## src/rtl/mrd_rdx5_sched_if.sv

```systemverilog
// Signal bundle between the radix-5 burst scheduler, its two stage requesters and the shared engine.
// The scheduler attaches through the slave modport; the requester/engine side uses master.
interface mrd_rdx5_sched_if #(parameter int LEN_W = 8);
    logic [1:0]       req;
    logic [LEN_W-1:0] req_len0;
    logic [LEN_W-1:0] req_len1;
    logic [1:0]       req_margin0;
    logic [1:0]       req_margin1;
    logic [3:0]       req_exp0;
    logic [3:0]       req_exp1;
    logic [1:0]       src_val;
    logic [1:0]       gnt;
    logic             eng_in_val;
    logic             eng_sel;
    logic [1:0]       eng_margin;
    logic [3:0]       eng_exp_in;
    logic             eng_out_val;
    logic [3:0]       eng_exp_out;
    logic [1:0]       res_val;
    logic [1:0]       res_last;
    logic [3:0]       res_exp;
    logic [1:0]       done;
    logic             busy;
    logic             err_tag;

    modport slave (
        input  req, req_len0, req_len1, req_margin0, req_margin1, req_exp0, req_exp1,
               src_val, eng_out_val, eng_exp_out,
        output gnt, eng_in_val, eng_sel, eng_margin, eng_exp_in,
               res_val, res_last, res_exp, done, busy, err_tag
    );

    modport master (
        output req, req_len0, req_len1, req_margin0, req_margin1, req_exp0, req_exp1,
               src_val, eng_out_val, eng_exp_out,
        input  gnt, eng_in_val, eng_sel, eng_margin, eng_exp_in,
               res_val, res_last, res_exp, done, busy, err_tag
    );
endinterface

```

## src/rtl/mrd_rdx5_sched.sv

```systemverilog
// Round-robin burst scheduler sharing one fixed-latency radix-5 engine between two requesters.
// A LAT-deep tag pipe tracks in-flight beats so results and exponents route back to the owner.
module mrd_rdx5_sched #(
    parameter int LAT   = 6,
    parameter int LEN_W = 8
) (
    input  logic            clk,
    input  logic            rst_n,
    mrd_rdx5_sched_if.slave bus
);
    typedef enum logic [1:0] {IDLE, ISSUE, DRAIN} state_t;

    typedef struct packed {
        logic v;
        logic id;
        logic last;
    } tag_t;

    state_t               state_q, state_d;
    logic [1:0]           gnt_q, gnt_d;
    logic                 sel_q, sel_d;
    logic [1:0]           margin_q, margin_d;
    logic [3:0]           exp_q, exp_d;
    logic [LEN_W-1:0]     cnt_q, cnt_d;
    logic                 rr_q, rr_d;
    logic                 err_q, err_d;
    tag_t [LAT-1:0]       tag_q;
    tag_t                 tag_in, tag_out;
    logic                 elig0, elig1, pick1, in_val, fin;
    logic [1:0]           res_val;

    assign elig0   = bus.req[0] & (bus.req_len0 != '0);
    assign elig1   = bus.req[1] & (bus.req_len1 != '0);
    // Requester 1 wins when it is the only candidate, or on a tie while rr points at it.
    assign pick1   = elig1 & (~elig0 | rr_q);
    assign in_val  = (state_q == ISSUE) & bus.src_val[sel_q];
    assign tag_out = tag_q[LAT-1];
    assign fin     = tag_out.v & tag_out.last;
    assign tag_in  = '{v: in_val, id: sel_q, last: in_val & (cnt_q == LEN_W'(1))};

    always_comb begin
        state_d  = state_q;
        gnt_d    = gnt_q;
        sel_d    = sel_q;
        margin_d = margin_q;
        exp_d    = exp_q;
        cnt_d    = cnt_q;
        rr_d     = rr_q;
        err_d    = err_q | (bus.eng_out_val != tag_out.v);
        case (state_q)
            IDLE: begin
                if (elig0 | elig1) begin
                    sel_d    = pick1;
                    gnt_d    = pick1 ? 2'b10 : 2'b01;
                    margin_d = pick1 ? bus.req_margin1 : bus.req_margin0;
                    exp_d    = pick1 ? bus.req_exp1 : bus.req_exp0;
                    cnt_d    = pick1 ? bus.req_len1 : bus.req_len0;
                    state_d  = ISSUE;
                end
            end
            ISSUE: begin
                if (in_val) begin
                    cnt_d = cnt_q - LEN_W'(1);
                    if (cnt_q == LEN_W'(1)) state_d = DRAIN;
                end
            end
            DRAIN: begin
                if (fin) begin
                    gnt_d   = 2'b00;
                    rr_d    = ~tag_out.id;
                    state_d = IDLE;
                end
            end
            default: state_d = IDLE;
        endcase
    end

    always_ff @(posedge clk) begin
        if (!rst_n) begin
            state_q  <= IDLE;
            gnt_q    <= '0;
            sel_q    <= 1'b0;
            margin_q <= '0;
            exp_q    <= '0;
            cnt_q    <= '0;
            rr_q     <= 1'b0;
            err_q    <= 1'b0;
            tag_q    <= '0;
        end else begin
            state_q  <= state_d;
            gnt_q    <= gnt_d;
            sel_q    <= sel_d;
            margin_q <= margin_d;
            exp_q    <= exp_d;
            cnt_q    <= cnt_d;
            rr_q     <= rr_d;
            err_q    <= err_d;
            tag_q    <= {tag_q[LAT-2:0], tag_in};
        end
    end

    assign res_val        = (bus.eng_out_val & tag_out.v) ? (tag_out.id ? 2'b10 : 2'b01) : 2'b00;
    assign bus.res_val    = res_val;
    assign bus.res_last   = res_val & {2{tag_out.last}};
    assign bus.done       = res_val & {2{tag_out.last}};
    assign bus.res_exp    = (|res_val) ? bus.eng_exp_out : 4'd0;
    assign bus.gnt        = gnt_q;
    assign bus.eng_in_val = in_val;
    assign bus.eng_sel    = sel_q;
    assign bus.eng_margin = margin_q;
    assign bus.eng_exp_in = exp_q;
    assign bus.busy       = (state_q != IDLE);
    assign bus.err_tag    = err_q;
endmodule

```

## src/flat_wrapper.sv

```systemverilog
// flat-port wrapper written by rule: the top's interface ports become plain ports
module mrd_rdx5_sched_flat 
#(
    parameter int LAT   = 6,
    parameter int LEN_W = 8
)
  (clk, rst_n, bus_req, bus_req_len0, bus_req_len1, bus_req_margin0, bus_req_margin1, bus_req_exp0, bus_req_exp1, bus_src_val, bus_eng_out_val, bus_eng_exp_out, bus_gnt, bus_eng_in_val, bus_eng_sel, bus_eng_margin, bus_eng_exp_in, bus_res_val, bus_res_last, bus_res_exp, bus_done, bus_busy, bus_err_tag);
  mrd_rdx5_sched_if #(.LEN_W(LEN_W)) bus_i ();
  input  logic clk;
  input  logic rst_n;
  input wire logic [$bits(bus_i.req)-1:0] bus_req;
  input wire logic [$bits(bus_i.req_len0)-1:0] bus_req_len0;
  input wire logic [$bits(bus_i.req_len1)-1:0] bus_req_len1;
  input wire logic [$bits(bus_i.req_margin0)-1:0] bus_req_margin0;
  input wire logic [$bits(bus_i.req_margin1)-1:0] bus_req_margin1;
  input wire logic [$bits(bus_i.req_exp0)-1:0] bus_req_exp0;
  input wire logic [$bits(bus_i.req_exp1)-1:0] bus_req_exp1;
  input wire logic [$bits(bus_i.src_val)-1:0] bus_src_val;
  input wire logic [$bits(bus_i.eng_out_val)-1:0] bus_eng_out_val;
  input wire logic [$bits(bus_i.eng_exp_out)-1:0] bus_eng_exp_out;
  output wire logic [$bits(bus_i.gnt)-1:0] bus_gnt;
  output wire logic [$bits(bus_i.eng_in_val)-1:0] bus_eng_in_val;
  output wire logic [$bits(bus_i.eng_sel)-1:0] bus_eng_sel;
  output wire logic [$bits(bus_i.eng_margin)-1:0] bus_eng_margin;
  output wire logic [$bits(bus_i.eng_exp_in)-1:0] bus_eng_exp_in;
  output wire logic [$bits(bus_i.res_val)-1:0] bus_res_val;
  output wire logic [$bits(bus_i.res_last)-1:0] bus_res_last;
  output wire logic [$bits(bus_i.res_exp)-1:0] bus_res_exp;
  output wire logic [$bits(bus_i.done)-1:0] bus_done;
  output wire logic [$bits(bus_i.busy)-1:0] bus_busy;
  output wire logic [$bits(bus_i.err_tag)-1:0] bus_err_tag;
  assign bus_i.req = bus_req;
  assign bus_i.req_len0 = bus_req_len0;
  assign bus_i.req_len1 = bus_req_len1;
  assign bus_i.req_margin0 = bus_req_margin0;
  assign bus_i.req_margin1 = bus_req_margin1;
  assign bus_i.req_exp0 = bus_req_exp0;
  assign bus_i.req_exp1 = bus_req_exp1;
  assign bus_i.src_val = bus_src_val;
  assign bus_i.eng_out_val = bus_eng_out_val;
  assign bus_i.eng_exp_out = bus_eng_exp_out;
  assign bus_gnt = bus_i.gnt;
  assign bus_eng_in_val = bus_i.eng_in_val;
  assign bus_eng_sel = bus_i.eng_sel;
  assign bus_eng_margin = bus_i.eng_margin;
  assign bus_eng_exp_in = bus_i.eng_exp_in;
  assign bus_res_val = bus_i.res_val;
  assign bus_res_last = bus_i.res_last;
  assign bus_res_exp = bus_i.res_exp;
  assign bus_done = bus_i.done;
  assign bus_busy = bus_i.busy;
  assign bus_err_tag = bus_i.err_tag;
  mrd_rdx5_sched #(.LAT(LAT), .LEN_W(LEN_W)) u_core (.clk(clk), .rst_n(rst_n), .bus(bus_i));
endmodule
```

## config.mk

```make
export PLATFORM = sky130hd
export DESIGN_NAME = mrd_rdx5_sched_flat
export DESIGN_NICKNAME = d
export VERILOG_FILES = /design/src/rtl/mrd_rdx5_sched_if.sv /design/src/rtl/mrd_rdx5_sched.sv /design/src/flat_wrapper.sv
export SDC_FILE = /design/constraint.sdc
export NUM_CORES = 1
export LEC_CHECK = 0
export BUFFER_PORTS_ARGS = -buffer_cell sky130_fd_sc_hd__buf_2
export CORE_ASPECT_RATIO = 0.8
export CORE_MARGIN = 2
export CORE_UTILIZATION = 44
export CTS_CLUSTER_DIAMETER = 30
export DETAILED_ROUTE_END_ITERATION = 8
export PLACE_DENSITY_LB_ADDON = 0.25
export SYNTH_ARGS = -nofsm -noshare
export SYNTH_HDL_FRONTEND = slang
export SYNTH_SLANG_ARGS = --single-unit
```

## constraint.sdc

```tcl
create_clock -name clk -period 3.6 [get_ports clk]
set_input_delay 0.36 -clock clk [delete_from_list [all_inputs] [get_ports clk]]
set_output_delay 0.36 -clock clk [all_outputs]
set_load 0.02 [all_outputs]
```

==> flow_metrics.py, run 1 <==
metrics = {
    "sta": {
        "slew_headroom_pct": 36.8,
        "worst_pin_slew_ns": 0.949,
        "period_share_pct": 63.6,
        "fin_tns_setup_ns": 0,
        "finClkSkew_ns": 0.00990,
        "fmax_mhz": 436,
        "hold_viol_final": 0,
        "slew_violations": 0,
        "layout_min_cycle_time_ns": 2.29,
        "rsz0062_at_grt": "no",
        "setup-violations-final": 0,
        "timing.final.ws_setup_ns": 1.31,
    },
    "floorplan": {
        "initial_core_util_pct": 45.0,
        "io_pins": 61,
        "dieHeight_um": 61.9,
        "row_count": 21,
        "dieArea_um2": 4730,
        "die_w_um": 76.4,
        "coreArea_um2": 4100,
    },
    "routing": {
        "routed_wl_mm": 4.13,
        "vias": 1656,
        "viasPerCell": 5.21,
        "wl_per_cell_um": 13.0,
        "final_antenna_net_count": 0,
        "drt_iter0_markers": 56,
        "detail_route.first_pass.iterations": 4,
        "drc": 0,
    },
    "clock_tree": {
        "postCtsResizedCells": 0,
        "root_buffer": "clkbuf_8",
        "holdBufCountCts": 0,
        "clockBufferDepth": 2,
        "clock-sinks": 39,
        "cts_tree": "built",
        "cts_inserted_buffers": 5,
        "path_clk_slew_ns": 0.08,
        "cts_setup_buffers": 0,
        "htree_levels": 2,
        "clk_latency_ns": 0.30,
    },
    "worst_hold_path": {
        "hp-class": "primary input to register",
        "min_from": "bus_req_len1[4]",
    },
    "worst_setup_path": {
        "endpoint_kind": "output pin",
        "critical_path.max_fanout": 9,
        "timing.rr.start": "u_core.state_q[0]",
        "crit_slowest_cell": "mux2i_1",
        "crit_path_max_incr_delay_ns": 0.46,
        "cp.arrival_ns": 1.93,
        "crit_start": "u_core.bus.eng_sel",
        "cp.required_ns": 3.24,
        "cp_cell_sequence": "mux2i_1 > nand2b_1 > inv_1 > buf_2",
        "worstSetupStartpointType": "register",
        "worst-setup-path-type": "register to output pin",
    },
    "layout": {
        "diodes": 0,
        "stdcell_count": 318,
        "utilization_pct": 55.0,
        "nNetsFinal": 302,
        "area.growth.synth_to_final_pct": 22.3,
        "design_area_um2": 2250,
        "drive_gt1_share_pct": 29.5,
    },
    "synth": {
        "synth-seq-area-share_pct": 42.3,
        "synthesis.nets": 244,
        "async_flop_share_pct": 0,
        "yosysMostFrequentCell": "dfxtp_1",
        "synth.area.top_cells": "dfxtp_1 42%, and2_1 7.1%, a21oi_1 4.9%, mux2i_1 3.8%, nor2_1 2.6%",
        "synth_cell_type_count": 50,
        "synth.avg_cell_area_um2": 9.13,
        "ys_top_cells_by_count": "39 x dfxtp_1, 21 x and2_1, 18 x a21oi_1",
        "yosysTopAreaCell": "dfxtp_1",
        "yosys_register_bits": 39,
        "synth_edf_count": 0,
        "ys_warn_count": 0,
        "postSynthCellCount": 202,
        "synth_top_flop_cell": "dfxtp_1",
        "synth_top_area_share_pct": 42.3,
        "synth_area_um2": 1840,
    },
    "placement": {
        "pre_cts_slack_ns": 1.37,
        "port_buffers": 60,
        "dp_cells": 310,
        "post-dp-hpwl_mm": 3.03,
        "placed_area_um2": 2170,
        "place_congestion": 0.933,
    },
    "grt": {
        "overflow": 0,
        "grt_use_total_pct": 18.1,
        "grt_pass1_wl_mm": 6.49,
        "antenna_found_initial": 0,
        "grt_max_degree": 30,
        "grt_pass1_vias": 1384,
    },
    "status": {
        "status": "completed",
    },
    "pwr": {
        "powerDensity_nw_per_um2": 430,
        "peakVddDrop_v": 0.000224,
        "p_leak_uw": 0.00101,
    },
    "job": {
        "maxCapViolCount": 0,
    },
}
-- power by group --
group	internal [µW]	switching, µW	total (µW)
logic	83.9	120	204
registers	458	22.3	480
clock network	132	152	284
-- cell usage in the layout, fill, tap and decap left out, types with 2 or more instances in the layout --
cell type / instances
nand3b_1: 2
clkinv_2: 3
ha_1: 3
inv_1: 7
nand2b_1: 3
mux2i_1: 7
o21ai_0: 8
nor2_1: 13
nand2_1: 11
a21oi_1: 18
a31oi_1: 5
buf_2: 60
nor4_1: 4
clkbuf_8: 5
and2_1: 21
or4_4: 2
and3_1: 5
dfxtp_1: 39
nor3_1: 4
nand3_1: 7
a22oi_1: 4
-- routing by layer --
layer  wire length (µm)  GRT usage [%]
met5                  0              0
met1               2040           24.7
met2               1690           26.8
met3                355           6.94
met4                 46           5.45
-- critical path: cells and delay by family, from the launching register on --
kind                   cells  cell delay (ns)
flip-flops                 1             0.41
buffers and inverters      2             0.37
multiplexers               1             0.46
AND/OR/NAND/NOR            1             0.39
-- cell type report --
cell class	count	area [µm²]
fill	374	1840
sequential	39	781
multi-input combinational	146	988
clock buffer	5	68.8
tap	57	71.3
inverter	8	30.0
timing repair buffer	60	300
clock inverter	3	15.0
-- registers in the layout (all words and copies together), names as in the netlist --
register / count
u_core.bus.eng_margin: 2
u_core.bus.eng_exp_in: 4
u_core.bus.err_tag: 1
u_core.tag_q: 15
u_core.bus.eng_sel: 1
u_core.tag_out: 3
u_core.bus.gnt: 2
u_core.cnt_q: 8
u_core.rr_q: 1
u_core.state_q: 2
-- metrics by stage --
| step | total power (µW) | hold slack [ns] |
|---|---|---|
| after floorplan | 626 | 0.412 |
| after global placement | 690 | 0.413 |
| after detailed placement | 691 | 0.417 |
| after CTS | 976 | 0.345 |
| after global routing | 1020 | 0.351 |
| final | 968 | 0.351 |
-- worst paths after layout --
path                                    endpoint  slack, ns  cells after the start
worst max-delay path              bus_eng_in_val       1.31                      4
worst min-delay path             u_core.cnt_q[4]       0.35                      3
worst max register to register   u_core.cnt_q[7]       1.35                      5
worst min register to register  u_core.tag_q[10]       0.43                      1
-- logic make-up (layout without fill, tap and decap cells) --
family / count (synthesis) / in the layout / share of synthesized area (%)
fa+ha+maj: 3 / 3 / 2.04
simple gates: 80 / 80 / 25.6
compound gates: 56 / 56 / 22.2
mux: 7 / 7 / 3.80
buf+inv: 17 / 76 / 4.07
flops: 39 / 39 / 42.3
Note: power is estimated with default switching activity, not from simulation.
==> run 2: changes to the inputs <==
==> constraint.sdc (replaced) <==
create_clock -name clk -period 2.2 [get_ports clk]
set_input_delay 0.22 -clock clk [delete_from_list [all_inputs] [get_ports clk]]
set_output_delay 0.22 -clock clk [all_outputs]
set_load 0.02 [all_outputs]
==> run 2 against run 1 <==
Final area increased by 2.3%. Critical path type unchanged. Global-route usage increased by 1.3 points. Largest power group unchanged. Count of clock-buffer cells in the layout increased by 1. Critical path depth unchanged. Register-to-register slack got worse by 1.1 ns. Final cell count increased by 1.9%. Combinational power increased by 77%.
==> flow_metrics.py, run 2 (synthesis results as in run 1) <==
metrics = {
    "job": {
        "maxCapViolCount": 0,
    },
    "layout": {
        "stdcell_count": 324,
        "largest_register_ffs": 15,
        "area.growth.synth_to_final_pct": 25.1,
        "top_register": "u_core.tag_q",
        "utilization_pct": 56.3,
        "diodes": 0,
        "nNetsFinal": 308,
        "drive_gt1_share_pct": 31.5,
        "design_area_um2": 2310,
        "layout.cells.most_common_list": "60 x buf_2, 39 x dfxtp_1, 21 x and2_1",
        "layout_commonest_cell": "buf_2",
    },
    "clock_tree": {
        "clk_latency_ns": 0.30,
        "clockBufferDepth": 2,
        "cts_setup_buffers": 0,
        "cts_inserted_buffers": 5,
        "path_clk_slew_ns": 0.08,
        "htree_levels": 2,
        "cts_tree": "built",
        "root_buffer": "clkbuf_8",
        "clock-sinks": 39,
    },
    "placement": {
        "post-dp-hpwl_mm": 3.25,
        "port_buffers": 60,
        "placed_area_um2": 2220,
        "place_congestion": 0.957,
        "dp_cells": 316,
    },
    "worst_setup_path": {
        "r2r_cells": 5,
        "cp.required_ns": 1.98,
        "worst-setup-path-type": "register to output pin",
        "rrSetupSlack_ns": 0.29,
        "crit_slowest_cell": "dfxtp_1",
        "cp.arrival_ns": 1.79,
        "timing.rr.start": "u_core.state_q[0]",
        "crit_path_max_incr_delay_ns": 0.45,
        "endpoint_kind": "output pin",
        "rr_endpoint": "u_core.cnt_q[7]",
        "worstSetupStartpointType": "register",
        "critical_path.max_fanout": 9,
        "cp_cell_sequence": "mux2i_2 > nand2b_2 > inv_1 > buf_2",
    },
    "sta": {
        "fin_tns_setup_ns": 0,
        "hold_viol_final": 0,
        "slew_headroom_pct": 36.3,
        "period_share_pct": 91.2,
        "finClkSkew_ns": 0.00431,
        "layout_min_cycle_time_ns": 2.01,
        "slew_violations": 0,
        "setup-violations-final": 0,
        "fmax_mhz": 499,
        "worst_pin_slew_ns": 0.956,
        "rsz0062_at_grt": "no",
    },
    "routing": {
        "vias": 1697,
        "wl_per_cell_um": 13.6,
        "routed_wl_mm": 4.41,
        "drt_iter0_markers": 83,
        "detail_route.first_pass.iterations": 4,
        "final_antenna_net_count": 0,
        "viasPerCell": 5.24,
        "drc": 0,
    },
    "worst_hold_path": {
        "holdPathStages": 3,
        "min_from": "bus_req_len1[4]",
        "hp-class": "primary input to register",
        "hold_end": "u_core.cnt_q[4]",
    },
    "pwr": {
        "p_int_uw": 1130,
        "net-switching-power_uw": 499,
        "sw_frac_of_total_pct": 30.7,
        "p_leak_uw": 0.00103,
        "clkPwrFrac_pct": 29.6,
        "powerDensity_nw_per_um2": 704,
        "combPwrFrac_pct": 22.2,
        "seqPwrFrac_pct": 48.2,
        "peakVddDrop_v": 0.000422,
    },
    "floorplan": {
        "coreArea_um2": 4100,
        "die_w_um": 76.4,
        "row_count": 21,
        "dieHeight_um": 61.9,
        "dieArea_um2": 4730,
        "io_pins": 61,
        "initial_core_util_pct": 45.0,
    },
    "status": {
        "status": "completed",
    },
    "grt": {
        "grt_pass1_wl_mm": 6.96,
        "antenna_found_initial": 0,
        "overflow": 0,
        "grt_use_total_pct": 19.4,
        "grt_pass1_vias": 1393,
        "grt_max_degree": 30,
    },
}
run 2: stage by stage:
step,total power [µW],setup WS (ns),hold WS [ns]
global placement,1150,0.171,0.413
global route,1710,0.107,0.216
detailed placement,1150,0.116,0.418
floorplan,1020,0.393,0.380
CTS,1630,0.0568,0.202
finish,1620,0.194,0.205
run 2: cell type report:
type	instances	area [µm²]
clock buffers	6	72.6
clock inverters	2	12.5
fillers	395	1790
inverters	8	30.0
multi-input cells	146	995
flip-flops and latches	39	781
well taps	57	71.3
repair buffers	66	345
run 2: layer usage:
metal  vias up  wire [µm]  GRT usage (%)
met4         0         69           7.79
met1       762       2240           27.1
met5         -          0              0
met3         7        348           5.49
met2        63       1750           28.6
li1        865          -              -
run 2: what timing repair did:
item,CTS,global route
cloned,0,0
resized for setup,1,1
pin swaps,0,0
hold buffers,0,0
endpoints found under the setup margin,1,1
endpoints found under the hold margin,0,0
run 2: worst max-delay path: cells and delay by family, from the launching register on:
| kind | cells | cell delay (ns) |
|---|---|---|
| flops | 1 | 0.45 |
| simple gates | 1 | 0.32 |
| mux | 1 | 0.40 |
| buf+inv | 2 | 0.31 |
run 2: power by group through the flow:
stage	registers, µW	logic (µW)	clock network [µW]
3_3_place_gp	797	353	0
2_1_floorplan	816	209	0
4_1_cts	782	359	492
5_1_grt	789	395	525
3_5_place_dp	797	356	0
6_report	783	361	480
run 2: worst max-delay path by stage:
| stage | from | to | slack (ns) | cells past startpoint |
|---|---|---|---|---|
| 3_5_place_dp | bus_req_len1[0] | u_core.cnt_q[7] | 0.12 | 6 |
| 3_3_place_gp | bus_req_len1[2] | u_core.cnt_q[7] | 0.17 | 6 |
| 2_1_floorplan | u_core.bus.eng_sel | u_core.cnt_q[0] | 0.39 | 6 |
| 5_1_grt | u_core.bus.eng_sel | bus_eng_in_val | 0.11 | 4 |
| 4_1_cts | u_core.bus.eng_sel | bus_eng_in_val | 0.06 | 4 |
| 6_report | u_core.bus.eng_sel | bus_eng_in_val | 0.19 | 4 |
==> run 3: changes to the inputs <==
--- a/config.mk
+++ b/config.mk
@@ -5,10 +5,11 @@
 export SDC_FILE = /design/constraint.sdc
 export NUM_CORES = 1
 export LEC_CHECK = 0
+export ABC_AREA = 1
 export BUFFER_PORTS_ARGS = -buffer_cell sky130_fd_sc_hd__buf_2
 export CORE_ASPECT_RATIO = 0.8
 export CORE_MARGIN = 2
-export CORE_UTILIZATION = 44
+export CORE_UTILIZATION = 47
 export CTS_CLUSTER_DIAMETER = 30
 export DETAILED_ROUTE_END_ITERATION = 8
 export PLACE_DENSITY_LB_ADDON = 0.25
==> constraint.sdc (replaced) <==
create_clock -name clk -period 1.8 [get_ports clk]
set_input_delay 0.18 -clock clk [delete_from_list [all_inputs] [get_ports clk]]
set_output_delay 0.18 -clock clk [all_outputs]
set_load 0.02 [all_outputs]
==> run 3 against run 2 <==
Routed wire length up 1.4%. Clock power grew 75%. Global-route usage down 1.0 points. Count of clock-buffer cells in the layout is the same. Core utilization increased by 4.2 points. Setup slack improved by 0.038 ns. Largest power group unchanged. Critical path depth stayed put. Register-to-register slack improved by 0.09 ns. Hold slack lost 0.0076 ns. Synthesized area is 17% higher. Critical endpoint is now bus_res_last[0]. Die area increased by 8.6%. Total power up 56%.
==> flow_metrics.py, run 3 <==
metrics = {
    "synth": {
        "synth.avg_cell_area_um2": 7.03,
        "ys_warn_count": 0,
        "synth-seq-area-share_pct": 36.3,
        "yosys_register_bits": 39,
        "postSynthCellCount": 306,
        "synth_edf_count": 0,
        "synthesis.nets": 348,
        "synth.area.top_cells": "dfxtp_1 36%, nand2_1 10%, inv_1 9.6%, nand3_1 6.5%, a21oi_1 4.9%",
        "synth_cell_type_count": 29,
        "ys_top_cells_by_count": "59 x nand2_1, 55 x inv_1, 39 x dfxtp_1",
        "async_flop_share_pct": 0,
        "synth_area_um2": 2150,
        "yosysTopAreaCell": "dfxtp_1",
        "synth_top_flop_cell": "dfxtp_1",
        "yosysMostFrequentCell": "nand2_1",
        "synth_top_area_share_pct": 36.3,
    },
    "layout": {
        "top_register": "u_core.tag_q",
        "nNetsFinal": 406,
        "nFillCells": 422,
        "drive_gt1_share_pct": 32.3,
        "multiInputGateArea_um2": 1040,
        "area.growth.synth_to_final_pct": 20.4,
        "stdcell_count": 422,
        "layout_commonest_cell": "buf_2",
        "layout.cells.most_common_list": "60 x buf_2, 59 x nand2_1, 55 x inv_1",
        "seq_area_um2": 781,
        "diodes": 0,
        "largest_register_ffs": 15,
    },
    "worst_setup_path": {
        "worstSetupStartpointType": "register",
        "cp.arrival_ns": 1.39,
        "crit_slowest_cell": "dfxtp_1",
        "crit_start": "u_core.tag_out[2]",
        "worst-setup-path-type": "register to output pin",
        "endpoint_kind": "output pin",
        "cp.required_ns": 1.62,
        "critical_path.max_fanout": 6,
        "crit_family": "flip-flops",
        "path_buf_inv": 2,
        "r2r_cells": 6,
        "timing.rr.start": "u_core.cnt_q[0]",
        "cp_cell_sequence": "ha_1 > inv_1 > nor3_1 > buf_2",
        "crit_path_max_incr_delay_ns": 0.36,
        "rrSetupSlack_ns": 0.38,
        "rr_endpoint": "u_core.cnt_q[2]",
    },
    "placement": {
        "port_buffers": 60,
        "dp_cells": 414,
        "place_congestion": 0.855,
        "post-dp-hpwl_mm": 3.51,
    },
    "sta": {
        "rsz0062_at_grt": "no",
        "layout_min_cycle_time_ns": 1.57,
        "fmax_mhz": 638,
        "slew_violations": 0,
        "setup-violations-final": 0,
        "slew_headroom_pct": 69.3,
        "finClkSkew_ns": 0.00582,
        "hold_viol_final": 0,
        "period_share_pct": 87.1,
        "fin_tns_setup_ns": 0,
        "worst_pin_slew_ns": 0.460,
    },
    "clock_tree": {
        "postCtsResizedCells": 0,
        "clockBufferDepth": 2,
        "clock-sinks": 39,
        "cts_tree": "built",
        "cts_inserted_buffers": 5,
        "htree_levels": 2,
        "holdBufCountCts": 0,
        "root_buffer": "clkbuf_8",
        "clk_latency_ns": 0.28,
        "cts_setup_buffers": 0,
        "path_clk_slew_ns": 0.07,
    },
    "routing": {
        "viasPerCell": 4.73,
        "drt_iter0_markers": 151,
        "wl_per_cell_um": 10.6,
        "drc": 0,
        "routed_wl_mm": 4.47,
        "detail_route.first_pass.iterations": 4,
        "vias": 1997,
        "final_antenna_net_count": 0,
    },
    "pwr": {
        "p_int_uw": 1750,
        "peakVddDrop_v": 0.000548,
        "net-switching-power_uw": 785,
        "p_leak_uw": 0.00146,
        "powerDensity_nw_per_um2": 979,
        "seqPwrFrac_pct": 38.8,
        "sw_frac_of_total_pct": 31.0,
        "clkPwrFrac_pct": 33.2,
        "combPwrFrac_pct": 28.0,
    },
    "grt": {
        "overflow": 0,
        "grt_pass1_wl_mm": 7.47,
        "grt_max_degree": 27,
        "grt_pass1_vias": 1730,
        "antenna_found_initial": 0,
        "grt_use_total_pct": 18.3,
    },
    "floorplan": {
        "dieHeight_um": 64.5,
        "initial_core_util_pct": 50.2,
        "row_count": 21,
        "dieArea_um2": 5140,
        "coreArea_um2": 4280,
        "io_pins": 61,
        "die_w_um": 79.6,
    },
    "worst_hold_path": {
        "hold_end": "u_core.tag_q[12]",
        "hp-class": "primary input to register",
        "min_from": "rst_n",
        "holdPathStages": 3,
    },
    "job": {
        "maxCapViolCount": 0,
    },
    "status": {
        "status": "completed",
    },
}
[run 3: cell types whose count changed after synthesis, sizes merged, moves of 4 or more]
cell and delta:
a31oi -5, nand3 +32, and3 -5, buf +7, a21oi +12, nor4 -4
nor2 +8, inv +55, nand2 +63, and2 -21, mux2i -7, a22oi -4
[run 3: how the worst max path moves through the flow]
stage | end | slack (ns) | depth (start not counted)
floorplan | bus_res_last[0] | 0.24 | 4
global placement | u_core.bus.eng_exp_in[2] | 0.42 | 9
detailed placement | u_core.bus.eng_exp_in[2] | 0.35 | 9
CTS | bus_res_last[0] | 0.22 | 4
global route | bus_eng_in_val | 0.10 | 5
finish | bus_res_last[0] | 0.23 | 4
[run 3: cell families (layout without fill, tap and decap cells)]
| group | count (synthesis) | after routing | synth area share, % |
|---|---|---|---|
| AND/OR/NAND/NOR | 149 | 149 | 35.6 |
| buffers and inverters | 76 | 135 | 15.4 |
| AO/OA/AOI/OAI | 39 | 39 | 10.9 |
| flip-flops | 39 | 39 | 36.3 |
| adder cells (fa/ha/maj) | 3 | 3 | 1.75 |
[run 3: final cells by class]
class                   count  area share [%]
flip-flops and latches     39            30.1
inverters                  63            9.13
clock inverters             2            2.32
clock buffers               6            2.80
well taps                  57            2.75
repair buffers             64            12.8
multi-input cells         191            40.1
[run 3: metal layers]
layer | vias up | global-route usage (%) | part of all wire, %
met3 | 5 | 3.76 | 7.6
met2 | 66 | 30.1 | 43
met5 | - | 0 | 0
met4 | 0 | 5.17 | 0.85
met1 | 860 | 24.4 | 49
li1 | 1066 | - | -
[run 3: metrics by stage]
step                instance area [µm²]  hold slack, ns  power [µW]  setup WS (ns)  util (%)
detailed placement                 2460           0.399        1710          0.354      57.4
global route                       2590           0.213        2690          0.104      60.5
CTS                                2590           0.191        2550          0.218      60.5
floorplan                          2150           0.390        1550          0.240         -
finish                             2590           0.197        2530          0.233      60.5
global placement                   2460           0.392        1700          0.416      57.4
[run 3: power by group through the flow]
stage	sequential (µW)	combinational [µW]	clock, µW
after floorplan	1020	523	0
after global placement	1000	693	0
after detailed placement	1000	703	0
after CTS	984	710	852
after global routing	995	799	897
final	984	709	842
[run 3: worst register-to-register path, delay by kind of cell, from the launching register on]
kind / cells / cell delay, ns
AO/OA/AOI/OAI: 3 / 0.30
adder cells (fa/ha/maj): 1 / 0.26
AND/OR/NAND/NOR: 1 / 0.31
flip-flops: 1 / 0.37
buffers and inverters: 1 / 0.12
